### config.mk
export PLATFORM = sky130hd
export DESIGN_NAME = fetch_redirect_ctrl
export DESIGN_NICKNAME = d
export VERILOG_FILES = /design/src/rtl/fetch_redirect_ctrl_pkg.sv /design/src/rtl/fetch_redirect_ctrl_drain_counter.sv /design/src/rtl/fetch_redirect_ctrl.sv
export SDC_FILE = /design/constraint.sdc
export NUM_CORES = 1
export LEC_CHECK = 0
export ABC_AREA = 1
export CORE_AREA = 5 5 88 90
export CTS_CLUSTER_DIAMETER = 100
export DETAILED_ROUTE_END_ITERATION = 16
export DIE_AREA = 0 0 93 95
export MAX_ROUTING_LAYER = met4
export PLACE_DENSITY = 0.79
export SLEW_MARGIN = 20
export SYNTH_ARGS = -nofsm -noshare
export SYNTH_HDL_FRONTEND = slang
export SYNTH_SLANG_ARGS = --single-unit
### constraint.sdc
create_clock -name clk -period 2.2 [get_ports clk]
set_clock_uncertainty 0.1 [all_clocks]
set_input_delay 0.66 -clock clk [delete_from_list [all_inputs] [get_ports clk]]
set_output_delay 0.66 -clock clk [all_outputs]
set_load 0.02 [all_outputs]
### src/rtl/fetch_redirect_ctrl_pkg.sv
// Shared types and defaults for the fetch next-PC / redirect controller.
package fetch_redirect_ctrl_pkg;

  localparam int unsigned PC_MSB              = 31;
  localparam int unsigned DRAIN_CYCLES_DFLT   = 3;
  localparam int unsigned DRAIN_CNT_W         = 4;

  typedef logic [PC_MSB:0] pc_t;

  typedef enum logic [1:0] {
    RUN    = 2'd0,
    SHADOW = 2'd1,
    DRAIN  = 2'd2
  } redirect_state_t;

endpackage

### src/rtl/fetch_redirect_ctrl_drain_counter.sv
// Loadable down-counter; tc_o is registered and high while the count equals 1.
module fetch_redirect_ctrl_drain_counter #(
  parameter int unsigned CNT_W = 4
) (
  input  logic             clk,
  input  logic             reset,
  input  logic             load_i,
  input  logic [CNT_W-1:0] load_val_i,
  input  logic             dec_i,
  output logic             tc_o
);

  logic [CNT_W-1:0] cnt_q, cnt_d;
  logic             tc_q;

  // Load has priority; decrement saturates at zero.
  always_comb begin
    cnt_d = cnt_q;
    if (load_i) begin
      cnt_d = load_val_i;
    end else if (dec_i && (cnt_q != '0)) begin
      cnt_d = cnt_q - CNT_W'(1);
    end
  end

  always_ff @(posedge clk) begin
    if (reset) begin
      cnt_q <= '0;
      tc_q  <= 1'b0;
    end else begin
      cnt_q <= cnt_d;
      tc_q  <= (cnt_d == CNT_W'(1));
    end
  end

  assign tc_o = tc_q;

endmodule

### src/rtl/fetch_redirect_ctrl.sv
// Fetch PC register and redirect arbitration: commit redirect > rename misdirect > stall > prediction.
module fetch_redirect_ctrl
  import fetch_redirect_ctrl_pkg::*;
#(
  parameter int unsigned     WIDTH        = 31,
  parameter logic [WIDTH:0]  RESET_PC     = '0,
  parameter int unsigned     DRAIN_CYCLES = DRAIN_CYCLES_DFLT
) (
  input  logic             clk,
  input  logic             reset,
  input  logic             fetchStall,
  input  logic [WIDTH:0]   predictedPC,
  input  logic             misdirect,
  input  logic [WIDTH:0]   validAddress,
  input  logic             commitRedirect,
  input  logic [WIDTH:0]   commitTarget,
  output logic [WIDTH:0]   PC,
  output logic             pcValid,
  output logic             flushFront,
  output logic             flushAll,
  output logic             busy
);

  redirect_state_t state_q, state_d;
  logic [WIDTH:0]  pc_q, pc_d;
  logic            pc_valid_q, pc_valid_d;
  logic            flush_front_q, flush_front_d;
  logic            flush_all_q, flush_all_d;
  logic            busy_q, busy_d;
  logic            cnt_load, cnt_dec, cnt_tc;
  logic            advance;

  fetch_redirect_ctrl_drain_counter #(
    .CNT_W (DRAIN_CNT_W)
  ) u_drain_counter (
    .clk        (clk),
    .reset      (reset),
    .load_i     (cnt_load),
    .load_val_i (DRAIN_CNT_W'(DRAIN_CYCLES)),
    .dec_i      (cnt_dec),
    .tc_o       (cnt_tc)
  );

  // PC only moves on once the current PC has actually been presented as a valid fetch.
  assign advance = pc_valid_q && !fetchStall;

  always_comb begin
    state_d       = state_q;
    pc_d          = pc_q;
    flush_front_d = 1'b0;
    flush_all_d   = 1'b0;
    cnt_load      = 1'b0;
    cnt_dec       = 1'b0;

    if (commitRedirect) begin
      pc_d          = commitTarget;
      flush_front_d = 1'b1;
      flush_all_d   = 1'b1;
      cnt_load      = 1'b1;
      state_d       = DRAIN;
    end else begin
      case (state_q)
        RUN: begin
          if (misdirect) begin
            pc_d          = validAddress;
            flush_front_d = 1'b1;
            state_d       = SHADOW;
          end else if (advance) begin
            pc_d = predictedPC;
          end
        end
        SHADOW: begin
          state_d = RUN;
          if (advance) begin
            pc_d = predictedPC;
          end
        end
        DRAIN: begin
          cnt_dec = 1'b1;
          if (cnt_tc) begin
            state_d = RUN;
          end
        end
        default: state_d = RUN;
      endcase
    end

    pc_valid_d = (state_d != DRAIN);
    busy_d     = (state_d != RUN);
  end

  always_ff @(posedge clk) begin
    if (reset) begin
      state_q       <= RUN;
      pc_q          <= RESET_PC;
      pc_valid_q    <= 1'b0;
      flush_front_q <= 1'b0;
      flush_all_q   <= 1'b0;
      busy_q        <= 1'b0;
    end else begin
      state_q       <= state_d;
      pc_q          <= pc_d;
      pc_valid_q    <= pc_valid_d;
      flush_front_q <= flush_front_d;
      flush_all_q   <= flush_all_d;
      busy_q        <= busy_d;
    end
  end

  assign PC         = pc_q;
  assign pcValid    = pc_valid_q;
  assign flushFront = flush_front_q;
  assign flushAll   = flush_all_q;
  assign busy       = busy_q;

endmodule

=== Word level (Yosys, flattened, before mapping) ===
Index checks and enable logic that the tools add are counted.

* Bits in latches: 0
* Bits in writable memories: 0
* Memories: 0
* Input bits: 101
* Flip-flop bits (word level): 43
* ROM bits: 0
* Output and inout bits: 36
* Logic and storage cells: 36

* Bitwise operators: 0
* Divide/modulo/power cells: 0
* Equality and inequality tests: 4
* Shift operators: 0
* Multipliers: 0
* $add $sub $neg: 1
* Magnitude comparators: 0
* Mux-type cells: 16
* Reductions and logical operators: 7

{| class="wikitable"
|+ Operator list
! operator !! count
|-
| $mux 32 || 3
|-
| $pmux 32 s2 || 1
|-
| $mux 4 || 2
|-
| $mux 1 || 6
|-
| $mux 2 || 3
|-
| $eq 4x1->1 const B || 1
|-
| $pmux 2 s2 || 1
|-
| $reduce_bool 4->1 || 1
|-
| $sub 4x1->4 const B || 1
|-
| $reduce_bool 3->1 || 1
|-
| $eq 2x1->1 const B || 1
|-
| $eq 2x2->1 const B || 1
|-
| $logic_and 1x1->1 || 2
|-
| $logic_not 2->1 || 1
|-
| $ne 2x2->1 const B || 1
|-
| $reduce_bool 2->1 || 1
|-
| $logic_not 1->1 || 1
|}

=== Logic depth before layout (Yosys ltp) ===
* Depth in word-level cells: 7
* Depth in mapped cells: 10
* Gate-level depth less buffers: 10

=== By module ===
From an unflattened synthesis, not the netlist that was laid out.

* Cell total of the unflattened synthesis: 558
* Area total of the unflattened synthesis: 3241.9 um2

{| class="wikitable"
|+ Modules (own cells, without submodules)
! module !! cells an instance !! times used !! seq. area each (um2) !! area an instance (um2)
|-
| fetch_redirect_ctrl || 513 || 1 || 760.7 || 2921.6
|-
| fetch_redirect_ctrl_drain_counter || 45 || 1 || 100.1 || 320.3
|}

=== Worst setup path before layout ===
Ideal clock, no wire load.

* Path kind: input to register
* Start: input port commitRedirect
* End: register pc_q[20], in the netlist PC[20]
* Library setup time: 0.118 ns
* Arrival time: 1.485 ns
* Cell stages on the path: 6
* Required time: 1.982 ns
* Setup slack: 0.497 ns
* Buffers on the path: 2
* Path through: buf_2 -> nor2_2 -> buf_2 -> nand2_1 -> a21oi_1 -> nor3_1

* Cells in the longest elaborated chain, start to end: 1
* Elaborated cells between the ends (all ways): 2
* Those cells by class: mux: 1; reduce/logical: 1

{| class="wikitable"
|+ RTL lines
! element !! line !! text
|-
| from (decl) || fetch_redirect_ctrl.sv:15 || <nowiki>input logic commitRedirect,</nowiki>
|-
| $reduce_bool 3->1 (no line) or $mux 32 (tied branches) || -- ||
|-
| to (signal assigned) || fetch_redirect_ctrl.sv:102 || <nowiki>pc_q <= pc_d;</nowiki>
|-
| to (decl) || fetch_redirect_ctrl.sv:25 || <nowiki>logic [WIDTH:0] pc_q, pc_d;</nowiki>
|}

Several ways; a longest one is shown, not always the timed one.
A chain may end at the register's enable or synchronous reset.

=== Worst setup path after layout ===
* Start: register pc_q[2], in the netlist PC[2]
* End: output port PC[2]

{| class="wikitable"
|+ RTL lines
! element !! line !! text
|-
| to (decl) || fetch_redirect_ctrl.sv:17 || <nowiki>output logic [WIDTH:0] PC,</nowiki>
|}

No word-level cell between the ends.

==> flow_metrics.py <==
metrics = {
    "power": {
        "leakagePower_uw": 0.002000,
        "pwr_density_cell_nw_per_um2": 556.6,
        "ir_drop_mv": 0.2932,
        "finalPower_uw": 2411,
    },
    "routing": {
        "vias_per_cell": 5.000,
        "wl_per_cell_um": 13.91,
        "vias": 3325,
        "first_pass_iters": 4,
        "wl_um": 9249,
        "drt_iter0_drc": 140,
        "postRouteAntennaNets": 0,
        "drcViolationCount": 0,
    },
    "clock_network": {
        "cts_num_sinks": 43,
        "ctsResizeCount": 0,
        "cts_buffer_depth": 2,
        "htreeDepth": 2,
        "cts_setup_buffers": 0,
        "hold_buffers": 0,
        "clkTransAtPathRegs_ns": 0.08,
        "root_buffer": "clkbuf_8",
        "insertion_delay_ns": 0.30,
        "cts_tree": "done",
        "numCtsBuffers": 5,
    },
    "layout": {
        "n_antenna_cell": 0,
        "areaGrowthSynthToFinish_pct": 62.31,
        "layout.nets": 684,
        "final_cell_mix": "136 x clkdlybuf4s50_1, 133 x nand2_1, 74 x nand3_1",
        "fillers": 645,
        "layout_commonest_cell": "clkdlybuf4s50_1",
        "drive_gt1_share_pct": 7.376,
    },
    "placed_design": {
        "dp_hpwl_um": 6844,
        "port_buffers": 136,
        "routabilityCongestion": 0.8415,
    },
    "timing": {
        "period_share_pct": 93.86,
        "setup_viol": 0,
        "tightest_slew_ns": 0.3967,
        "slew_violations": 0,
        "fmax_mhz": 484.3,
        "rsz0062_at_grt": "no",
        "whs_ns": 0.4150,
        "hold_viol_final": 0,
        "relSlewSlack_pct": 73.56,
        "fin_crit_ns": 2.065,
    },
    "critical_path": {
        "critPathRequiredTime_ns": 1.44,
        "worstRegToRegCells": 9,
        "cp.arrival_ns": 1.30,
        "crit_chain": "clkdlybuf4s50_1",
        "crit_fanout": 3,
        "cp_num_buf_inv": 1,
        "worst_setup_path_end_kind": "output port",
        "path_delay_family": "buffers and inverters",
        "worst_path_largest_cell_delay_ns": 0.65,
        "cp_slowest_cell": "clkdlybuf4s50_1",
        "crit_path_start_kind": "flop",
        "cp_num_cells": 1,
        "critPathKind": "flop to output port",
    },
    "die": {
        "die_area_sq_um": 8835,
        "coreArea_sq_um": 6982,
        "rows": 31,
        "start_util_pct": 38.23,
        "dieWidth_um": 93,
        "ioPinCount": 137,
        "die_h_um": 95,
    },
    "yosys": {
        "netlist_instances": 447,
        "yosys.area.top_type": "dfxtp_1",
        "synth_compound_area_share_pct": 11.72,
        "synthDominantCellAreaShare_pct": 32.26,
        "synth_seq_cells": 43,
        "syn-num-nets": 549,
        "yosys_warnings": 0,
        "synth_xor_area_share_pct": 0.3282,
        "yosysSeqAreaShare_pct": 32.26,
        "synth_top_family_by_area": "simple AND/OR/NAND/NOR gates",
        "synth.avg_cell_area_sq_um": 5.970,
        "synthMuxAreaShare_pct": 0,
        "syn_area_sq_um": 2669,
        "synth_cell_type_count": 22,
        "synth_fa_ha_area_share_pct": 0.4688,
        "yosys.area_share.simple_pct": 43.88,
        "synth_area_leaders": "dfxtp_1 32%, nand2_1 19%, nand3_1 14%",
    },
    "global_route": {
        "antenna_found_initial": 0,
        "grt_pass1_wl_um": 14790,
        "globalRouteOverflowTotal": 0,
        "grt_start_max_net_pins": 34,
        "grt_pass1_vias": 3236,
        "track_usage_pct": 21.12,
    },
    "flow_run": {
        "cap_violations": 0,
    },
    "min_path": {
        "min_delay_path_depth": 2,
        "min_path_type": "flop to flop",
    },
    "status": {
        "status": "complete, no violations",
    },
}
routing by layer:
layer  vias up  track usage [%]  part of all wire [%]
met5         -                -                     0
met4         0            5.983                   1.3
met3        13            5.020                   8.0
met2       134            36.59                    50
met1      1476            24.40                    41
li1       1702                -                     -
path summary, 6_finish.rpt:
check | start | end | slack (ns)
worst max-delay path | PC[2] | PC[2] | 0.14
worst min-delay path | PC[22] | PC[22] | 0.41
worst max register to register | pcValid | PC[11] | 0.46
worst min register to register | PC[22] | PC[22] | 0.41
synthesized netlist by cell type:
master	count
buf_1	2
nand2_2	2
clkbuf_1	11
nand3_1	74
nor2_2	1
o211ai_1	3
o21ai_0	37
inv_2	1
dfxtp_1	43
xnor2_1	1
buf_2	14
clkinv_1	1
buf_6	3
inv_1	36
buf_4	1
nand2_1	133
nor3_1	18
ha_1	1
a21oi_1	21
nor2_1	33
or2_0	3
or2_2	8
metrics by stage:
step           cells   TNS [ns]  utilization, %  setup slack, ns  area [sq um]
2_1_floorplan    447          0               -           0.4966          2669
3_3_place_gp     657          0           60.09          0.05883          4195
3_5_place_dp     657  -0.003410           60.09        -0.003410          4195
4_1_cts          665          0           62.04           0.1019          4332
5_1_grt          665          0           62.04          0.07687          4332
6_report         665          0           62.04           0.1351          4332
cell type report:
class	instances	area, sq um	share of cell area, %
Clock inverter	3	67.56	1.560
Inverter	38	142.6	3.293
Sequential cell	43	860.8	19.87
Tap cell	82	102.6	2.369
Multi-Input combinational cell	335	1505	34.75
Timing Repair Buffer	159	1584	36.57
Clock buffer	5	68.82	1.589
state kept, by name (all words and copies together), names as in the netlist:
register,flops
PC,32
pcValid,1
flushAll,1
state_q,2
u_drain_counter.tc_o,1
u_drain_counter.cnt_q,4
busy,1
flushFront,1
logic make-up after synthesis:
| logic type | Yosys count |
|---|---|
| AO/OA/AOI/OAI | 61 |
| XOR/XNOR | 1 |
| adder cells (fa/ha/maj) | 1 |
| buffers and inverters | 69 |
| flip-flops | 43 |
| AND/OR/NAND/NOR | 272 |
where the power goes:
group          internal, uW  total, uW  switching (uW)
registers               846        894            47.7
logic                   408        775             367
clock network           453        742             289
total                  1710       2410             704
Power figures use the tool's default switching activity.
==> RTL edit 1, RTL diff (same settings) <==
Encoding of `redirect_state_t`: now one-hot (3 bits for 3 states).
--- a/src/rtl/fetch_redirect_ctrl_pkg.sv
+++ b/src/rtl/fetch_redirect_ctrl_pkg.sv
@@ -9,6 +9,6 @@
 
-  typedef enum logic [1:0] {
-    RUN    = 2'd0,
-    SHADOW = 2'd1,
-    DRAIN  = 2'd2
+  typedef enum logic [2:0] {
+    RUN    = 3'b001,
+    SHADOW = 3'b010,
+    DRAIN  = 3'b100
   } redirect_state_t;
Behaviour: same outputs for any inputs over 10 cycles, from zero or initial values and one cycle with reset high; not proved beyond that.
==> RTL edit 1 against the unedited design <==
Setup slack lost 0.0092 ns. Critical endpoint unchanged. Final area decreased by 0.40%. Power fell by 8.4%. Maximum frequency is 0.44% lower. Sequential cell count rose by 1. Sequential share of layout area up 0.54 points. Routed wire length grew 1.2%. Sequential power grew 2%. Utilization fell by 0.25 points. Synthesized cell count grew 5.4%. Via count rose by 4.0%. Area after synthesis increased by 3.6%.
==> RTL edit 1: results (changes against the unedited design) <==
Pwr
  – Maximum VDD drop: 0.2805 mV (was 0.2932 mV)
  – Leak pwr: 0.001952 uW (was 0.002000 uW)
  – Internal power: 1489 uW (was 1707 uW)
  – Seq pwr share: 41.4% (was 37.1%)
  – Power Clock: 513 uW (was 742 uW)

GRT
  – Initial antenna violation count: 0 (unchanged)
  – GRT Util Overall: 21.86% (was 21.12%)
  – First-pass GRT wire length: 15240 um (was 14790 um)
  – Vias in the first global route: 3309 (was 3236)

Yosys
  – Synth top cells by count: 178 x nand2_1, 69 x nand3_1, 46 x inv_1 (was 133 x nand2_1, 74 x nand3_1, 43 x dfxtp_1)
  – Post-synthesis sequential area ratio: 31.86% (was 32.26%)
  – Net Count, Synth: 573 (was 549)
  – Cell variety after synth: 21 (was 22)
  – Synth area leaders: dfxtp_1 32%, nand2_1 24%, nand3_1 12% (was dfxtp_1 32%, nand2_1 19%, nand3_1 14%)

Hold path
  – Hold wc startpoint: PC[4] (was PC[22])
  – WHS Endpoint: PC[4] (was PC[22])

Final layout
  – Share of post-route cells with drive strength above 1: 5.025% (was 7.376%)
  – Post-synthesis to final-layout area growth: 56.02% (was 62.31%)
  – Layout fillers: 659 (was 645)
  – # diodes: 0 (unchanged)
  – Net count reported at finish: 698 (was 684)

Critical path
  – FF-to-FF End: PC[15] (was PC[11])
  – R2r setup slk: 0.52 ns (was 0.46 ns)

Place
  – Hpwl dp: 7049 um (was 6844 um)

Routing
  – DR iter-0 viols: 128 (was 140)
  – Vias per cell: 5.093 (was 5.000)
  – Per-cell routed wire length: 13.79 um (was 13.91 um)

Status
  – Status: completed (unchanged)

STA
  – Worst rel slew slack: 74.97% (was 73.56%)
## RTL edit 1: cell type report
class                           instances  share of cell area (%)
Timing Repair Buffer                  151                   35.03
Clock buffer                            5                   1.595
Tap cell                               82                   2.378
Inverter                               49                   4.263
Clock inverter                          3                  0.5510
Multi-Input combinational cell        345                   35.76
Sequential cell                        44                   20.42
## RTL edit 1: stage by stage
| stage | area (um2) | worst slack, ns | hold slack, ns | setup TNS [ns] | instances |
|---|---|---|---|---|---|
| 3_3_place_gp | 4222 | 0.04608 | 0.3671 | 0 | 671 |
| 4_1_cts | 4314 | 0.1126 | 0.3929 | 0 | 679 |
| 3_5_place_dp | 4222 | -0.02656 | 0.3789 | -0.06673 | 671 |
| 5_1_grt | 4314 | 0.04896 | 0.4123 | 0 | 679 |
| 6_report | 4314 | 0.1259 | 0.3938 | 0 | 679 |
| 2_1_floorplan | 2765 | 0.5855 | 0.3566 | 0 | 471 |
## RTL edit 1: how the worst max path moves through the flow
stage / slack (ns) / cells past startpoint / to
floorplan: 0.59 / 8 / PC[19]
global placement: 0.05 / 6 / PC[14]
detailed placement: -0.03 / 6 / PC[29]
CTS: 0.11 / 1 / PC[2]
global route: 0.05 / 1 / PC[2]
finish: 0.13 / 1 / PC[2]
## RTL edit 1: logic make-up after synthesis
kind of cell	count (synthesis)	share of synthesized area (%)
AO/OA/AOI/OAI	78	15.02
flip-flops	44	31.86
AND/OR/NAND/NOR	266	40.32
adder cells (fa/ha/maj)	1	0.4524
buffers and inverters	82	12.35
## RTL edit 1: layer usage
layer	up-vias	routed length [um]	global-route usage (%)
li1	1753	-	-
met1	1558	3742	25.16
met2	130	4726	37.13
met3	17	752	6.056
met4	0	139	6.716
met5	-	0	-
==> RTL edit 2, RTL diff (same flow settings) <==
Without the edit above. `WIDTH`: 31 -> 35.
--- a/src/rtl/fetch_redirect_ctrl.sv
+++ b/src/rtl/fetch_redirect_ctrl.sv
@@ -4,3 +4,3 @@
 #(
-  parameter int unsigned     WIDTH        = 31,
+  parameter int unsigned     WIDTH        = 35,
   parameter logic [WIDTH:0]  RESET_PC     = '0,
Ports: changed (resized PC, commitTarget, predictedPC and validAddress); port bits go from 137 to 153. The function was not compared with the original's and may differ.
==> RTL edit 2 against the unedited design <==
Routed wire length is 17% higher. Power is 3.7% higher. Setup slack worse by 0.024 ns. Final area is 8.3% higher. Synthesized cell count is 8.5% higher. Area after synthesis is 8.9% higher. Sequential power is 9.8% higher. Non-clock buffer count is 17 higher. Sequential cell count is 4 higher. Critical path type unchanged. Highest routed layer unchanged.
==> RTL edit 2: results (changes against the unedited design) <==
Status
  – Status: completed (unchanged)

GRT
  – First-pass GRT wire length: 16590 um (was 14790 um)
  – Initial antenna violation count: 0 (unchanged)
  – GRT Util Overall: 24.07% (was 21.12%)
  – Largest net degree at the start of global routing: 41 (was 34)
  – Vias in the first global route: 3437 (was 3236)

Critical path
  – Maximum net fanout on the critical path: 3 (unchanged)
  – CP max stage cell: clkdlybuf4s50_1 (unchanged)
  – CP peak stage delay: 0.63 ns (was 0.65 ns)
  – CP arrival: 1.33 ns (was 1.30 ns)
  – Crit path max-delay family: buffers and inverters (unchanged)

Pwr
  – Maximum VDD drop: 0.3596 mV (was 0.2932 mV)
  – Leak pwr: 0.002134 uW (was 0.002000 uW)

Final layout
  – Share of post-route cells with drive strength above 1: 5.836% (was 7.376%)
  – Layout fillers: 659 (was 645)
  – # diodes: 0 (unchanged)
  – Number of flip-flops in the largest register: 36 (was 32)
  – Net count reported at finish: 747 (was 684)

Hold path
  – Worst hold-check path type: reg2reg (unchanged)

Routing
  – Drt first pass iters: 5 (was 4)
  – DR iter-0 viols: 228 (was 140)
  – Vias per cell: 5.173 (was 5.000)
  – Via count: 3704 (was 3325)
  – WL final: 10780 um (was 9249 um)

Clock network
  – H-tree lvl count: 2 (unchanged)
  – Postcts setup bufs: 0 (unchanged)
  – Skew-Pair Late Insertion Delay: 0.30 ns (about the same)
  – Post_cts resized: 0 (unchanged)
  – Clock Path Buffers: 2 (unchanged)
  – Root buffer cell: clkbuf_8 (unchanged)
  – Worst-path clk slew: about 0.09 ns
  – CTS Buf Count: 5 (unchanged)

Place
  – Placed insts: 708 (was 657)
  – # port buffers: 152 (was 136)
  – Hpwl dp: 7746 um (was 6844 um)
  – Pre-CTS setup slack: -0.001981 ns (was -0.003410 ns)
  – Placed Area: 4574 um2 (was 4195 um2)
  – Routability cong.: 0.8416 (was 0.8415)

Yosys
  – Cell variety after synth: 20 (was 22)
  – Synth area leaders: dfxtp_1 32%, nand2_1 20%, nand3_1 12% (was dfxtp_1 32%, nand2_1 19%, nand3_1 14%)
  – Ys async rst share: 0% (unchanged)
  – Synth top cells by count: 153 x nand2_1, 69 x nand3_1, 47 x dfxtp_1 (was 133 x nand2_1, 74 x nand3_1, 43 x dfxtp_1)
  – Post-synthesis sequential area ratio: 32.37% (was 32.26%)
  – Net Count, Synth: 599 (was 549)
  – Ys flop type: dfxtp_1 (unchanged)
  – Gate Count Post-Synth: 485 (was 447)
  – Synth warnings: 0 (unchanged)

STA
  – Worst rel slew slack: 71.29% (was 73.56%)
## RTL edit 2: tightest hold or removal path: stages, from the launching register on
cell and delay [ns]:
dfxtp_1 0.33, nor2_1 0.10, nor3_1 0.05
## RTL edit 2: cell type report
class / count / area [um2] / share of cell area [%]
multi-input combinational: 371 / 1647 / 35.09
timing repair buffer: 176 / 1764 / 37.60
clock buffer: 6 / 82.58 / 1.760
inverter: 32 / 120.1 / 2.560
tap: 82 / 102.6 / 2.187
sequential: 47 / 940.9 / 20.05
clock inverter: 2 / 35.03 / 0.7467
## RTL edit 2: cell families after synthesis
kind of cell | after synthesis | synth area share [%]
simple gates | 297 | 43.18
buf+inv | 67 | 11.06
fa+ha+maj | 1 | 0.4304
flops | 47 | 32.37
xor+xnor | 1 | 0.3014
compound gates | 72 | 12.66
## RTL edit 2: routing by layer
| layer | up-vias | wire length, um | track usage (%) |
|---|---|---|---|
| met2 | 179 | 5028 | 40.01 |
| li1 | 1861 | - | - |
| met3 | 17 | 977 | 5.179 |
| met4 | 0 | 214 | 7.326 |
| met5 | - | 0 | - |
| met1 | 1647 | 4557 | 29.33 |
## RTL edit 2: worst paths after layout
path              startpoint     end  slack (ns)  cells after the start
setup / recovery      PC[35]  PC[35]        0.11                      1
hold / removal        PC[10]  PC[10]        0.42                      2
setup reg to reg     pcValid  PC[34]        0.53                      7
hold reg to reg       PC[10]  PC[10]        0.42                      2
## RTL edit 2: where the power goes
group | leakage (uW) | switching [uW] | total, uW | internal [uW]
clock | 0.0000612 | 297 | 665 | 368
combinational | 0.00168 | 407 | 853 | 447
sequential | 0.000391 | 57.0 | 982 | 925
